File: src/rtl/lum_pkg.sv
// Shared definitions for the backlight PWM: FSM states, level count and the
// level-to-duty table (table values are for a 12-bit PWM counter).
package lum_pkg;

  localparam int LUM_LEVELS = 32;
  localparam int LVL_W      = 5;
  localparam int LUT_BITS   = 12;
  localparam int LUT_W      = LUT_BITS + 1;

  typedef enum logic [1:0] {IDLE, HOLD, RAMP_UP, RAMP_DOWN} lum_state_e;

  typedef logic [LUM_LEVELS-1:0][LUT_W-1:0] duty_lut_t;

  // Linear 132/level, with the top level pinned to a full period (always on).
  function automatic duty_lut_t build_duty_lut();
    duty_lut_t lut;
    for (int l = 0; l < LUM_LEVELS; l++)
      lut[l] = (l == LUM_LEVELS-1) ? LUT_W'(1 << LUT_BITS) : LUT_W'(l * 132);
    return lut;
  endfunction

  localparam duty_lut_t DUTY_LUT = build_duty_lut();

  // Rescale the 12-bit table to another counter width (duty * 2^bits / 4096).
  function automatic logic [31:0] scale_duty(input logic [LVL_W-1:0] lvl, input int bits);
    logic [31:0] v;
    v = 32'(DUTY_LUT[lvl]);
    if (bits >= LUT_BITS) return v << (bits - LUT_BITS);
    return v >> (LUT_BITS - bits);
  endfunction

endpackage

File: src/rtl/pwm_gen.sv
// Period counter, boundary-latched duty register and registered comparator.
module pwm_gen
  import lum_pkg::*;
#(
  parameter int PWM_BITS = 12
) (
  input  logic              clock,
  input  logic              reset,
  input  logic              run,
  input  logic [PWM_BITS:0] duty_nxt,
  output logic              boundary,
  output logic              pwm_out
);

  logic [PWM_BITS-1:0] cnt;
  logic [PWM_BITS:0]   duty_q;

  assign boundary = run && (cnt == '1);

  // Duty only changes on the last count so a period is never cut short.
  always_ff @(posedge clock) begin
    if (reset || !run) begin
      cnt     <= '0;
      duty_q  <= '0;
      pwm_out <= 1'b0;
    end else begin
      cnt     <= cnt + PWM_BITS'(1);
      if (boundary) duty_q <= duty_nxt;
      pwm_out <= ({1'b0, cnt} < duty_q);
    end
  end

endmodule

File: src/rtl/lum_pwm.sv
// Backlight PWM with slew-limited brightness: steps one level every
// RAMP_PERIODS PWM periods toward the requested level.
module lum_pwm
  import lum_pkg::*;
#(
  parameter int PWM_BITS     = 12,
  parameter int RAMP_PERIODS = 4
) (
  input  logic             clock,
  input  logic             reset,
  input  logic             enable,
  input  logic [LVL_W-1:0] lum_level,
  output logic             pwm_out,
  output logic [LVL_W-1:0] cur_level,
  output logic             ramping
);

  localparam int          DW       = PWM_BITS + 1;
  localparam logic [7:0]  DIV_LAST = 8'(RAMP_PERIODS - 1);
  localparam logic [LVL_W-1:0] LVL_MAX = LVL_W'(LUM_LEVELS - 1);

  lum_state_e       state, state_nxt;
  logic [LVL_W-1:0] target_q, level_nxt;
  logic [7:0]       divider, div_nxt;
  logic             run, boundary;
  logic [DW-1:0]    duty_nxt;

  assign run      = enable && (state != IDLE);
  assign duty_nxt = DW'(scale_duty(level_nxt, PWM_BITS));

  // Divider keeps counting across a target reversal; it only resets on a step
  // or while the level already matches the target.
  always_comb begin
    level_nxt = cur_level;
    div_nxt   = divider;
    if (cur_level == target_q) begin
      div_nxt = '0;
    end else if (boundary) begin
      if (divider == DIV_LAST) begin
        div_nxt = '0;
        if (target_q > cur_level && cur_level != LVL_MAX)
          level_nxt = cur_level + LVL_W'(1);
        else if (target_q < cur_level && cur_level != '0)
          level_nxt = cur_level - LVL_W'(1);
      end else begin
        div_nxt = divider + 8'd1;
      end
    end
  end

  always_comb begin
    if (level_nxt < target_q)      state_nxt = RAMP_UP;
    else if (level_nxt > target_q) state_nxt = RAMP_DOWN;
    else                           state_nxt = HOLD;
  end

  always_ff @(posedge clock) begin
    target_q <= reset ? '0 : lum_level;
    if (reset || !enable) begin
      state     <= IDLE;
      cur_level <= '0;
      divider   <= '0;
      ramping   <= 1'b0;
    end else begin
      state     <= state_nxt;
      cur_level <= level_nxt;
      divider   <= div_nxt;
      ramping   <= (state_nxt == RAMP_UP) || (state_nxt == RAMP_DOWN);
    end
  end

  pwm_gen #(.PWM_BITS(PWM_BITS)) u_pwm_gen (
    .clock    (clock),
    .reset    (reset),
    .run      (run),
    .duty_nxt (duty_nxt),
    .boundary (boundary),
    .pwm_out  (pwm_out)
  );

endmodule

File: config.mk
export PLATFORM = sky130hd
export DESIGN_NAME = lum_pwm
export DESIGN_NICKNAME = d
export VERILOG_FILES = /design/src/rtl/lum_pkg.sv /design/src/rtl/pwm_gen.sv /design/src/rtl/lum_pwm.sv
export SDC_FILE = /design/constraint.sdc
export NUM_CORES = 1
export LEC_CHECK = 0
export BUFFER_PORTS_ARGS = -buffer_cell sky130_fd_sc_hd__clkbuf_2
export CAP_MARGIN = 15
export CORE_MARGIN = 5
export CORE_UTILIZATION = 35
export DETAILED_ROUTE_END_ITERATION = 12
export MAX_ROUTING_LAYER = met4
export PLACE_DENSITY = 0.52
export SLEW_MARGIN = 20
export SYNTH_ARGS = -nofsm -noshare
export SYNTH_HDL_FRONTEND = slang
export SYNTH_HIERARCHICAL = 1
export SYNTH_SLANG_ARGS = --single-unit
File: constraint.sdc
create_clock -name clock -period 6 [get_ports clock]
set_input_delay 0 -clock clock [delete_from_list [all_inputs] [get_ports clock]]
set_output_delay 0 -clock clock [all_outputs]
set_load 0.03 [all_outputs]
# After elaboration in Yosys (flattened, before gate mapping)
# Memories as Yosys holds them, arrays and structs flattened. A register that Yosys moved wholly into a read port is not among the register bits.
# Index checks and enable logic that the tools add are counted.
# word_totals
ff_bits	34
rom_bits	416
input_bits	8
output_inout_bits	7
wordCells	43
n_memories	1
# memory_table
name	words	width	rd	rd_clocked_by_memory_dff	write_ports	line_no	rtl
(no name shown)	32	13	1	1	0	lum_pkg.sv:27	v = 32'(DUTY_LUT[lvl]);
# op_classes
addsub	4
order_cmp	5
eq_ne	6
mux	8
n_reduce_logical	12
# op_table
cell	count
5-bit 2-to-1 mux	5
12-bit by 13-bit < comparator with 1-bit output	1
12-bit by 1-bit adder with 12-bit output (second input constant)	1
12-bit equality test (second input constant)	1
5-bit > comparator	2
5-bit < comparator	2
8-bit by 1-bit adder with 8-bit output (second input constant)	1
8-bit by 2-bit equality test with 1-bit output (second input constant)	1
8-bit 2-to-1 mux	1
5-bit by 1-bit adder with 5-bit output (second input constant)	1
5-bit equality test	1
5-bit inequality test (second input constant)	1
5-bit nonzero test	1
5-bit by 1-bit subtractor with 5-bit output (second input constant)	1
2-bit equality test (second input constant)	2
1-bit logical AND	4
2-bit 2-to-1 mux	2
1-bit logical OR	3
1-bit logical NOT	2
2-bit nonzero test	1
2-bit OR reduction	1

# Depth between registers and ports, before layout
# Gate-level depths: netlist (run 1).
# logic_depth
word_depth	12
ltp_mapped	15
depth_no_buf	13

# Modules after synthesis
# The synthesis (run 1) kept the hierarchy.
# modules_own_cells
mod	instances	cells_each	area_per_inst_um2	seq_area_each_um2
lum_pwm	1	155	1295.0	400.4
pwm_gen	1	138	1288.7	520.5

# Worst setup path after synthesis (run 1)
# OpenSTA, ideal clock, no wires.
# synth_timing
path_kind	register -> register
startpoint	register u_pwm_gen.cnt[0]
endpoint	register state[0]
setup_time_ns	0.127
arrival_time_ns	3.303
required_ns	5.873
path_slack_ns	2.570
stages_incl_launch_ff	16
n_path_buf	2
synth_period_minus_slack_ns	3.430
cell_sequence	dfxtp_1 -> ha_1 -> nand3_4 -> nor4_4 -> buf_6 -> clkbuf_1 -> nand4_2 -> nor2_4 -> o21ai_0 -> a22oi_1 -> inv_1 -> ha_1 -> nand3_1 -> nor2_1 -> a211o_1 -> nor2b_1
# synth_via
elab_chain_len	6
# synth_lines
element	line_no	rtl
from (decl)	pwm_gen.sv:15	logic [PWM_BITS-1:0] cnt;
from (signal assigned)	pwm_gen.sv:27	cnt <= cnt + PWM_BITS'(1);
12-bit equality test	pwm_gen.sv:18	assign boundary = run && (cnt == '1);
1-bit logical AND	pwm_gen.sv:18	
named net boundary	lum_pwm.sv:25	logic run, boundary;
5-bit 2-to-1 mux	lum_pwm.sv:38	end else if (boundary) begin
5-bit 2-to-1 mux	lum_pwm.sv:36	if (cur_level == target_q) begin
named net level_nxt[4]	lum_pwm.sv:23	logic [LVL_W-1:0] target_q, level_nxt;
5-bit < comparator	lum_pwm.sv:52	if (level_nxt < target_q) state_nxt = RAMP_UP;
2-bit 2-to-1 mux	lum_pwm.sv:52	
to (signal assigned)	lum_pwm.sv:65	state <= state_nxt;
to (decl)	lum_pwm.sv:22	lum_state_e state, state_nxt;
# The timed path passes the listed nets, and every way through them passes these cells.
# A chain may end at the register's enable or synchronous reset.

# Final worst setup path (run 1)
# Ends and elaborated chain as after synthesis.

==> results.py, run 1 <==
metrics = {
    "clock_tree": {
        "cts_sinks": 46,
        "clock_transition_at_the_register_clock_pins_on_the_worst_setup_and_hold_paths_after_cts_ns": 0.08,
        "holdBufCountCts": 10,
        "insertion_delay_ns": 0.29,
        "cts_buffer_depth": 2,
        "postCtsSetupRepairBufs": 0,
        "cts_tree": "built",
        "clock_tree.root_cell": "clkbuf_8",
        "maximum_level_of_the_cts_h_tree": 2,
        "post_cts_resize_count": 0,
        "cts_buffers": 5,
    },
    "cells_and_area": {
        "postLayoutCellArea_sq_um": 2940,
        "drive_gt1_share_pct": 10.6,
        "flow.area_growth_from_synthesis_pct": 13.8,
        "diodes": 0,
        "fin_cells": 419,
        "fillers": 750,
        "area.sequential_sq_um": 921,
        "layout.core_utilization_pct": 40.7,
        "layout.nets": 354,
        "multi_input_area_sq_um": 1520,
    },
    "route": {
        "routed_wirelength_microns": 5080,
        "iter_0_drt_violations": 91,
        "dr.pass1.iters": 4,
        "drc_errors": 0,
        "antenna_viol_nets_final": 0,
        "route.detailed.wl_per_inst_microns": 12.1,
        "routed-via-count": 2009,
        "post_drt_via_cell_ratio": 4.79,
    },
    "min_path": {
        "hold_path_class": "input port to register",
    },
    "logic_synthesis": {
        "ys_seq_area_share_pct": 35.6,
        "synth.cell_area_sq_um": 2580,
        "synth_warnings": 6,
        "postSynthCellCount": 293,
        "synth.ff_latch_count": 46,
        "mean_post_synth_cell_area_sq_um": 8.82,
        "netlist-cell-type-count": 49,
    },
    "sta": {
        "final-setup-viol-count": 0,
        "final_period_minus_worst_setup_slack_ns": 3.43,
        "layout_setup_ws_ns": 2.57,
        "hold_viol_final": 0,
        "max_slew.worst_pin.slew_ns": 0.541,
        "rsz0062_at_grt": "no",
        "achievable-frequency_mhz": 292,
        "slew_violations": 0,
        "max_slew_margin_vs_limit_pct": 63.7,
        "timing.final.crit_share_pct": 57.1,
        "setup_total_negative_slack_ns": 0,
        "clock-skew-final_ns": 0.00496,
    },
    "worst_setup_path": {
        "worstSetupPathType": "register to register",
        "endpoint_kind": "register",
        "critical_path.max_fanout": 21,
        "setup.worst_path.start_class": "register",
        "cp.required_ns": 6.17,
        "critical_path_arrival_ns": 3.60,
    },
    "global_routing": {
        "antenna_found_initial": 0,
        "grtUsageTotal_pct": 13.0,
        "global_route_wire_length_before_repair_microns": 9190,
        "grt_max_degree": 27,
        "gr-usage-met3_pct": 2.35,
        "grtUsageMet1_pct": 15.8,
        "grt.overflow.total": 0,
        "grt.met2_usage_pct": 21.5,
        "top_usage_layer": "met2",
        "grt_pass1_vias": 2053,
    },
    "placement": {
        "placed_cells": 402,
        "hpwlAfterDp_microns": 3800,
        "placed_area_sq_um": 2760,
        "portBuffers": 14,
        "gp_congestion": 0.897,
        "placement.setup.worst_slack_ns": 2.56,
    },
    "floorplan": {
        "core_area_sq_um": 7210,
        "top_level_ports": 15,
        "dieWidth_microns": 95.9,
        "num_rows": 31,
        "die-area_sq_um": 9200,
        "starting_utilization_of_the_core_area_pct": 35.8,
        "die_height_microns": 95.9,
    },
    "power_and_ir_drop": {
        "irDropWorstVdd_mv": 0.0893,
        "total_leakage_power_nw": 1.14,
        "power.density_cell_area_nw_per_um2": 178,
    },
    "run_status": {
        "outcome": "completed",
    },
    "flow_run": {
        "drv.max_cap_violation_count": 0,
    },
}
[layer usage]
layer / part of all wire, % / vias up
met3: 1.9 / 6
li1: - / 1056
met4: 1.6 / 0
met5: 0 / -
met1: 50 / 928
met2: 47 / 19
[sequential cells by signal (all words and copies together) (netlist names)]
register / count
u_pwm_gen/duty_q: 13
state: 1
cur_level: 5
divider: 8
u_pwm_gen/pwm_out: 1
target_q: 5
ramping: 1
u_pwm_gen/cnt: 12
[per-stage QoR]
stage | hold slack [ns] | total power [mW]
after floorplan | 0.0716 | 0.337
after global placement | 0.210 | 0.346
after detailed placement | 0.213 | 0.346
after CTS | 0.206 | 0.533
after global routing | 0.229 | 0.553
final | 0.205 | 0.522
[layout make-up]
cell class / count / area share, %
Multi-Input combinational cell: 212 / 51.7
Sequential cell: 46 / 31.3
Timing Repair Buffer: 26 / 6.30
Tap cell: 99 / 4.21
Inverter: 29 / 3.70
Clock buffer: 6 / 2.47
Clock inverter: 1 / 0.255
[path summary, 6_finish.rpt]
path / from / endpoint / slack, ns / depth (start not counted)
worst max-delay path: u_pwm_gen/cnt[0] / state[0] / 2.57 / 14
worst min-delay path: enable / cur_level[0] / 0.21 / 3
worst max register to register: u_pwm_gen/cnt[0] / state[0] / 2.57 / 14
worst min register to register: u_pwm_gen/cnt[0] / u_pwm_gen/cnt[0] / 0.49 / 1
[power breakdown]
group / switching (mW) / internal [mW]
logic: 0.0186 / 0.0154
clock network: 0.0986 / 0.0800
registers: 0.00191 / 0.308
[layout by cell type, fill, tap and decap left out, drive strengths merged, types with 2 or more instances in the layout]
cell / Yosys / routed
nor4: 4 / 4
dlygate4sd3: 0 / 10
ha: 26 / 26
a21o: 5 / 5
nand2b: 3 / 3
nand2: 13 / 13
nand3: 8 / 8
nor2: 44 / 44
or3: 3 / 3
o21ai: 10 / 10
a21oi: 13 / 13
inv: 29 / 29
and3: 5 / 5
a31oi: 5 / 5
clkbuf: 5 / 20
dfxtp: 46 / 46
nand4: 8 / 8
conb: 1 / 2
xnor2: 12 / 12
nor3: 7 / 7
nor2b: 10 / 10
xor2: 5 / 5
mux2i: 13 / 13
buf: 2 / 2
a21boi: 2 / 2
[synth_stat cells (all sizes together)]
library cell  instances  share of area (%)
and4                  1               0.34
nor2b                10                2.4
a2111o                1               0.44
a21oi                13                2.8
nor2                 44                6.7
mux2i                13                5.0
a211oi                1               0.29
o21a                  1               0.29
ha                   26                 13
nor3b                 1               0.29
a22o                  1               0.34
inv                  29                4.2
a22oi                 1               0.29
nand4                 8                2.8
a21boi                2               0.58
or3                   3               0.73
nor3                  7                1.4
nand2b                3               0.73
a21o                  5                1.5
nand3                 8                2.0
xor2                  5                1.7
o311ai                1               0.34
a31oi                 5                1.2
conb                  1               0.15
a41oi                 1               0.34
nor4                  4                2.1
and3                  5                1.3
o21ai                10                2.1
clkbuf                5               0.73
dfxtp                46                 36
and4b                 1               0.39
nand2                13                1.9
a211o                 1               0.34
xnor2                12                4.4
o31a                  1               0.34
nand3b                1               0.29
buf                   2               0.73
o221a                 1               0.44
[logic make-up (layout without fill, tap and decap cells)]
| group | after synthesis | count (layout) | share of synthesized area, % |
|---|---|---|---|
| AOI/OAI and AO/OA | 45 | 45 | 11.6 |
| xor gates and xnor gates | 17 | 17 | 6.05 |
| adders and majority gates | 26 | 26 | 12.6 |
| buffers and inverters | 36 | 62 | 5.67 |
| DFF | 46 | 46 | 35.6 |
| muxes | 13 | 13 | 5.04 |
| other | 1 | 2 | 0.145 |
| and+or+nand+nor | 109 | 109 | 23.3 |
[worst max-delay path, cell delays in order (launching register included)]
cell,delay (ns)
dfxtp_1,0.40
ha_1,0.25
nand3_4,0.13
nor4_4,0.28
buf_4,0.34
nand4_2,0.20
nor2_4,0.19
o21ai_0,0.11
a22oi_1,0.41
inv_1,0.12
ha_1,0.31
nand3_1,0.11
nor2_1,0.05
a211o_1,0.27
nor2b_1,0.13
No activity file was read; power rests on OpenSTA's default activity.
==> run 2: changes to the inputs <==
Clock period 6 ns to 3.5 ns, I/O delays scaled along.
==> run 2 against run 1 <==
  * Sequential power up 71%
  * Fmax increased by 7.1%
  * Cell count rose by 0.95%
  * Critical path depth down 2
  * Die area did not move
==> results.py, run 2 (same netlist as run 1, synthesis figures left out) <==
metrics = {
    "clock_tree": {
        "insertion_delay_ns": 0.30,
        "cts_sinks": 46,
        "maximum_level_of_the_cts_h_tree": 2,
        "postCtsSetupRepairBufs": 0,
        "clock_transition_at_the_register_clock_pins_on_the_worst_setup_and_hold_paths_after_cts_ns": 0.08,
        "cts_tree": "built",
        "clock_tree.root_cell": "clkbuf_8",
        "post_cts_resize_count": 0,
        "cts_buffer_depth": 2,
        "holdBufCountCts": 10,
        "cts_buffers": 5,
    },
    "power_and_ir_drop": {
        "share_comb_of_total_power_pct": 5.7,
        "switching_share_pct": 22.3,
        "p_seq_share_pct": 53.8,
        "p_sw_mw": 0.220,
        "p_int_mw": 0.767,
        "total_leakage_power_nw": 1.16,
        "irDropWorstVdd_mv": 0.157,
        "power.density_cell_area_nw_per_um2": 330,
        "design_power_total_mw": 0.987,
        "clkPwrFrac_pct": 40.5,
    },
    "worst_setup_path": {
        "r2r_cells": 12,
        "critical_path_arrival_ns": 3.38,
        "setup.worst_path.start_class": "register",
        "endpoint_kind": "register",
        "worstSetupPathType": "register to register",
        "critical_path.max_fanout": 8,
        "cp.required_ns": 3.68,
    },
    "global_routing": {
        "grt_pass1_vias": 1999,
        "grt.overflow.total": 0,
        "grt_max_degree": 21,
        "grtUsageTotal_pct": 13.0,
        "antenna_found_initial": 0,
        "global_route_wire_length_before_repair_microns": 9090,
    },
    "route": {
        "top_layer": "met4",
        "drc_errors": 0,
        "dr.pass1.iters": 4,
        "antenna_viol_nets_final": 0,
        "iter_0_drt_violations": 51,
        "post_drt_via_cell_ratio": 4.74,
        "met2_length_microns": 2400,
        "routed-via-count": 2006,
        "detailroute.wirelength.met3_microns": 114,
        "drt-met1-wl_microns": 2650,
        "route.detailed.wl_per_inst_microns": 12.3,
        "routed_wirelength_microns": 5220,
    },
    "run_status": {
        "outcome": "completed",
    },
    "cells_and_area": {
        "mostFrequentLayoutCell": "dfxtp_1",
        "max_ffs_per_register": 13,
        "layout.core_utilization_pct": 41.5,
        "diodes": 0,
        "multi_input_area_sq_um": 1520,
        "fillers": 759,
        "area.sequential_sq_um": 921,
        "layout.nets": 357,
        "largest_registers_in_the_final_layout": "u_pwm_gen/duty_q x13, u_pwm_gen/cnt x12, divider x8",
        "leading_cell_types_in_the_layout_fill_and_taps_excluded": "dfxtp_1 (46), nor2_1 (43), inv_1 (29), ha_1 (26), clkbuf_2 (14)",
        "max_flop_register": "u_pwm_gen/duty_q",
        "drive_gt1_share_pct": 11.7,
        "flow.area_growth_from_synthesis_pct": 15.8,
        "postLayoutCellArea_sq_um": 2990,
    },
    "sta": {
        "rsz0062_at_grt": "no",
        "final-setup-viol-count": 0,
        "hold_viol_final": 0,
        "clock-skew-final_ns": 0.00801,
        "slew_violations": 0,
        "final_period_minus_worst_setup_slack_ns": 3.20,
        "achievable-frequency_mhz": 312,
        "setup_total_negative_slack_ns": 0,
        "timing.final.crit_share_pct": 91.5,
    },
    "min_path": {
        "hold_path_depth": 3,
        "hold_path_class": "input port to register",
    },
    "placement": {
        "placed_area_sq_um": 2780,
        "hpwlAfterDp_microns": 4020,
        "portBuffers": 14,
        "gp_congestion": 0.861,
    },
    "floorplan": {
        "core_area_sq_um": 7210,
        "die-area_sq_um": 9200,
        "die_height_microns": 95.9,
        "num_rows": 31,
        "dieWidth_microns": 95.9,
        "top_level_ports": 15,
        "starting_utilization_of_the_core_area_pct": 35.8,
    },
    "flow_run": {
        "drv.max_cap_violation_count": 0,
    },
}
[run 2: cell count changes in the layout (fill, tap and decap cells not counted), sizes merged]
cell	change
buf	+3
bufinv	+1
[run 2: final cells by class]
cell class                 instances  area share [%]
clock buffer                       6            2.43
tap                               99            4.14
clock inverter                     2            1.25
multi-input combinational        212            50.8
inverter                          29            3.64
timing repair buffer              29            6.94
sequential                        46            30.8
[run 2: final timing paths]
kind	from	to	slack, ns
max	cur_level[3]	state[0]	0.30
min	enable	cur_level[2]	0.18
max reg2reg	cur_level[3]	state[0]	0.30
min reg2reg	u_pwm_gen/cnt[0]	u_pwm_gen/cnt[0]	0.49
[run 2: worst max-delay path, stage by stage, from the launching register on]
cell and delay (ns):
dfxtp_1 0.36, inv_1 0.11, ha_1 0.33, a21o_1 0.16, a21oi_1 0.30, nand2_1 0.16, a2111o_1 0.40, a21oi_2 0.17
xnor2_2 0.19, ha_1 0.31, a21o_1 0.16, a211o_1 0.30, nor2b_1 0.13
[run 2: routing by layer]
metal	track usage, %	vias up
li1	-	1070
met1	16.4	912
met2	21.3	20
met3	2.11	4
met4	3.91	0
met5	-	-
[run 2: stage by stage]
step / cells / setup WS, ns / hold WS, ns
floorplan: 294 / 0.0699 / 0.0716
global placement: 405 / 0.345 / 0.213
detailed placement: 405 / 0.334 / 0.219
CTS: 423 / 0.310 / 0.191
global route: 423 / 0.0725 / 0.227
finish: 423 / 0.298 / 0.184
[run 2: power groups by stage]
stage               logic, mW  registers (mW)  clock network (mW)
global placement       0.0476           0.543                   0
finish                 0.0567           0.531               0.399
global route           0.0637           0.531               0.434
detailed placement     0.0480           0.543                   0
floorplan              0.0350           0.543                   0
CTS                    0.0567           0.531               0.411
==> run 3: changes to the inputs <==
Settings changed: GPL_TIMING_DRIVEN set to 0, PLACE_DENSITY 0.52 to 0.54.
Clock period 3.5 ns to 2.7 ns, I/O delays scaled along.
==> run 3 against run 2 <==
  * The run now ends with setup timing left
  * First-iteration DRC count rose by 130%
  * Combinational power grew 110%
  * Critical path depth rose by 3
  * Critical endpoint unchanged
==> results.py, run 3 (same netlist as run 1, synthesis figures left out) <==
metrics = {
    "run_status": {
        "outcome": "complete, but fails checks",
        "violated_checks": "setup timing",
    },
    "cells_and_area": {
        "mostFrequentLayoutCell": "nor2_1",
        "drive_gt1_share_pct": 34.3,
        "leading_cell_types_in_the_layout_fill_and_taps_excluded": "nor2_1 (41), buf_4 (33), dfxtp_1 (30), inv_1 (24), ha_1 (18)",
        "diodes": 0,
        "max_ffs_per_register": 13,
        "flow.area_growth_from_synthesis_pct": 37.4,
        "fillers": 693,
        "fin_cells": 458,
        "largest_registers_in_the_final_layout": "u_pwm_gen/duty_q x13, u_pwm_gen/cnt x12, divider x8",
        "layout.core_utilization_pct": 49.2,
        "max_flop_register": "u_pwm_gen/duty_q",
        "layout.nets": 392,
    },
    "route": {
        "drc_errors": 0,
        "dr.pass1.iters": 4,
        "met2_length_microns": 2990,
        "iter_0_drt_violations": 116,
        "detailroute.wirelength.met3_microns": 213,
        "top_layer": "met4",
        "routed_wirelength_microns": 6080,
        "drt-met1-wl_microns": 2690,
        "antenna_viol_nets_final": 0,
        "route.detailed.wl_per_inst_microns": 13.3,
        "routed-via-count": 2203,
        "post_drt_via_cell_ratio": 4.81,
    },
    "floorplan": {
        "die-area_sq_um": 9200,
        "num_rows": 31,
        "die_height_microns": 95.9,
        "starting_utilization_of_the_core_area_pct": 35.8,
        "core_area_sq_um": 7210,
        "dieWidth_microns": 95.9,
        "top_level_ports": 15,
    },
    "worst_setup_path": {
        "r2r_cells": 15,
        "worst-r2r-setup-slack_ns": -0.11,
        "cp.required_ns": 2.89,
        "worst_r2r_start": "cur_level[3]",
        "endpoint_kind": "register",
        "critical_path.max_fanout": 4,
        "critical_path_arrival_ns": 3.00,
        "setup.worst_path.start_class": "register",
        "worstSetupPathType": "register to register",
        "rr_endpoint": "state[0]",
    },
    "sta": {
        "hold_viol_final": 0,
        "final_period_minus_worst_setup_slack_ns": 2.81,
        "rsz0062_at_grt": "yes",
        "max_slew.worst_pin.slew_ns": 0.525,
        "worst_hold_slack_after_final_layout_ns": 0.201,
        "max_slew_margin_vs_limit_pct": 65.0,
        "achievable-frequency_mhz": 356,
        "timing.final.crit_share_pct": 104,
        "setup_total_negative_slack_ns": -0.153,
        "layout_setup_ws_ns": -0.108,
        "final-setup-viol-count": 2,
        "clock-skew-final_ns": 0.00567,
        "slew_violations": 0,
    },
    "clock_tree": {
        "cts_tree": "built",
        "maximum_level_of_the_cts_h_tree": 2,
        "cts_buffer_depth": 2,
        "cts_buffers": 5,
        "insertion_delay_ns": 0.31,
        "cts_sinks": 46,
        "clock_transition_at_the_register_clock_pins_on_the_worst_setup_and_hold_paths_after_cts_ns": 0.09,
        "clock_tree.root_cell": "clkbuf_8",
    },
    "global_routing": {
        "grt_max_degree": 15,
        "grtUsageTotal_pct": 15.4,
        "grt_pass1_vias": 2232,
        "global_route_wire_length_before_repair_microns": 10600,
        "antenna_found_initial": 0,
        "grt.overflow.total": 0,
    },
    "placement": {
        "placement.setup.worst_slack_ns": -0.805,
        "placed_cells": 407,
        "hpwlAfterDp_microns": 3950,
        "gp_congestion": 0.813,
        "portBuffers": 14,
    },
    "min_path": {
        "hold_path_class": "input port to register",
        "hold_path_startpoint": "enable",
        "hold_path_depth": 4,
        "hold-path-endpoint": "cur_level[2]",
    },
    "flow_run": {
        "drv.max_cap_violation_count": 0,
    },
    "power_and_ir_drop": {
        "total_leakage_power_nw": 1.37,
        "irDropWorstVdd_mv": 0.196,
        "switching_share_pct": 24.3,
        "power.density_cell_area_nw_per_um2": 352,
        "p_seq_share_pct": 54.6,
        "share_comb_of_total_power_pct": 9.3,
        "p_sw_mw": 0.304,
        "p_int_mw": 0.945,
        "clkPwrFrac_pct": 36.0,
    },
}
-- run 3: repair_timing --
item,in CTS,in global routing
resized for setup,49,19
endpoints found under the hold margin,5,0
buffers inserted,30,6
hold buffers,10,0
setup endpoints to repair,14,13
pin swaps,15,6
-- run 3: layout make-up --
type	count	area [sq um]	share of cell area, %
multi-input combinational	212	1790	50.3
sequential	46	961	27.1
timing repair buffer	59	440	12.4
tap	99	124	3.49
inverter	29	119	3.35
clock buffer	6	82.6	2.33
buffer	5	26.3	0.740
clock inverter	2	11.3	0.317
-- run 3: how the worst max path moves through the flow --
| stage | from | to | slack [ns] | cells after the start |
|---|---|---|---|---|
| after floorplan | ramping | state[0] | -0.32 | 14 |
| final | cur_level[3] | state[0] | -0.11 | 15 |
| after detailed placement | u_pwm_gen/cnt[1] | state[0] | -0.80 | 15 |
| after CTS | cur_level[3] | state[0] | -0.13 | 13 |
| after global routing | cur_level[4] | state[0] | -0.32 | 15 |
| after global placement | u_pwm_gen/cnt[0] | state[0] | -0.79 | 15 |
-- run 3: per-stage QoR --
stage                     cell area (sq um)  total power, mW
after floorplan                        2630            0.751
after global placement                 2830            0.770
after detailed placement               2830            0.771
after CTS                              3420             1.26
after global routing                   3550             1.31
final                                  3550             1.25
-- run 3: routing by layer --
metal  vias up  GRT usage (%)
met5         -              -
met4         0           7.94
met3        15           2.11
met2        46           25.4
met1      1011           18.1
li1       1131              -
-- run 3: power by group through the flow --
stage	sequential (mW)	combinational [mW]	clock, mW
2_1_floorplan	0.704	0.0470	0
3_3_place_gp	0.704	0.0661	0
3_5_place_dp	0.704	0.0677	0
4_1_cts	0.683	0.109	0.468
5_1_grt	0.683	0.129	0.498
6_report	0.682	0.117	0.450
-- run 3: worst max-delay path: stages (launching register included) --
cell      delay, ns
dfxtp_4        0.38
inv_6          0.04
ha_4           0.26
and3_4         0.18
buf_4          0.12
o21ai_4        0.06
buf_4          0.16
a211oi_1       0.29
o21ai_2        0.14
xnor2_2        0.19
inv_1          0.07
ha_1           0.28
nand3_2        0.08
nor2_1         0.05
a211o_1        0.27
nor2b_1        0.13
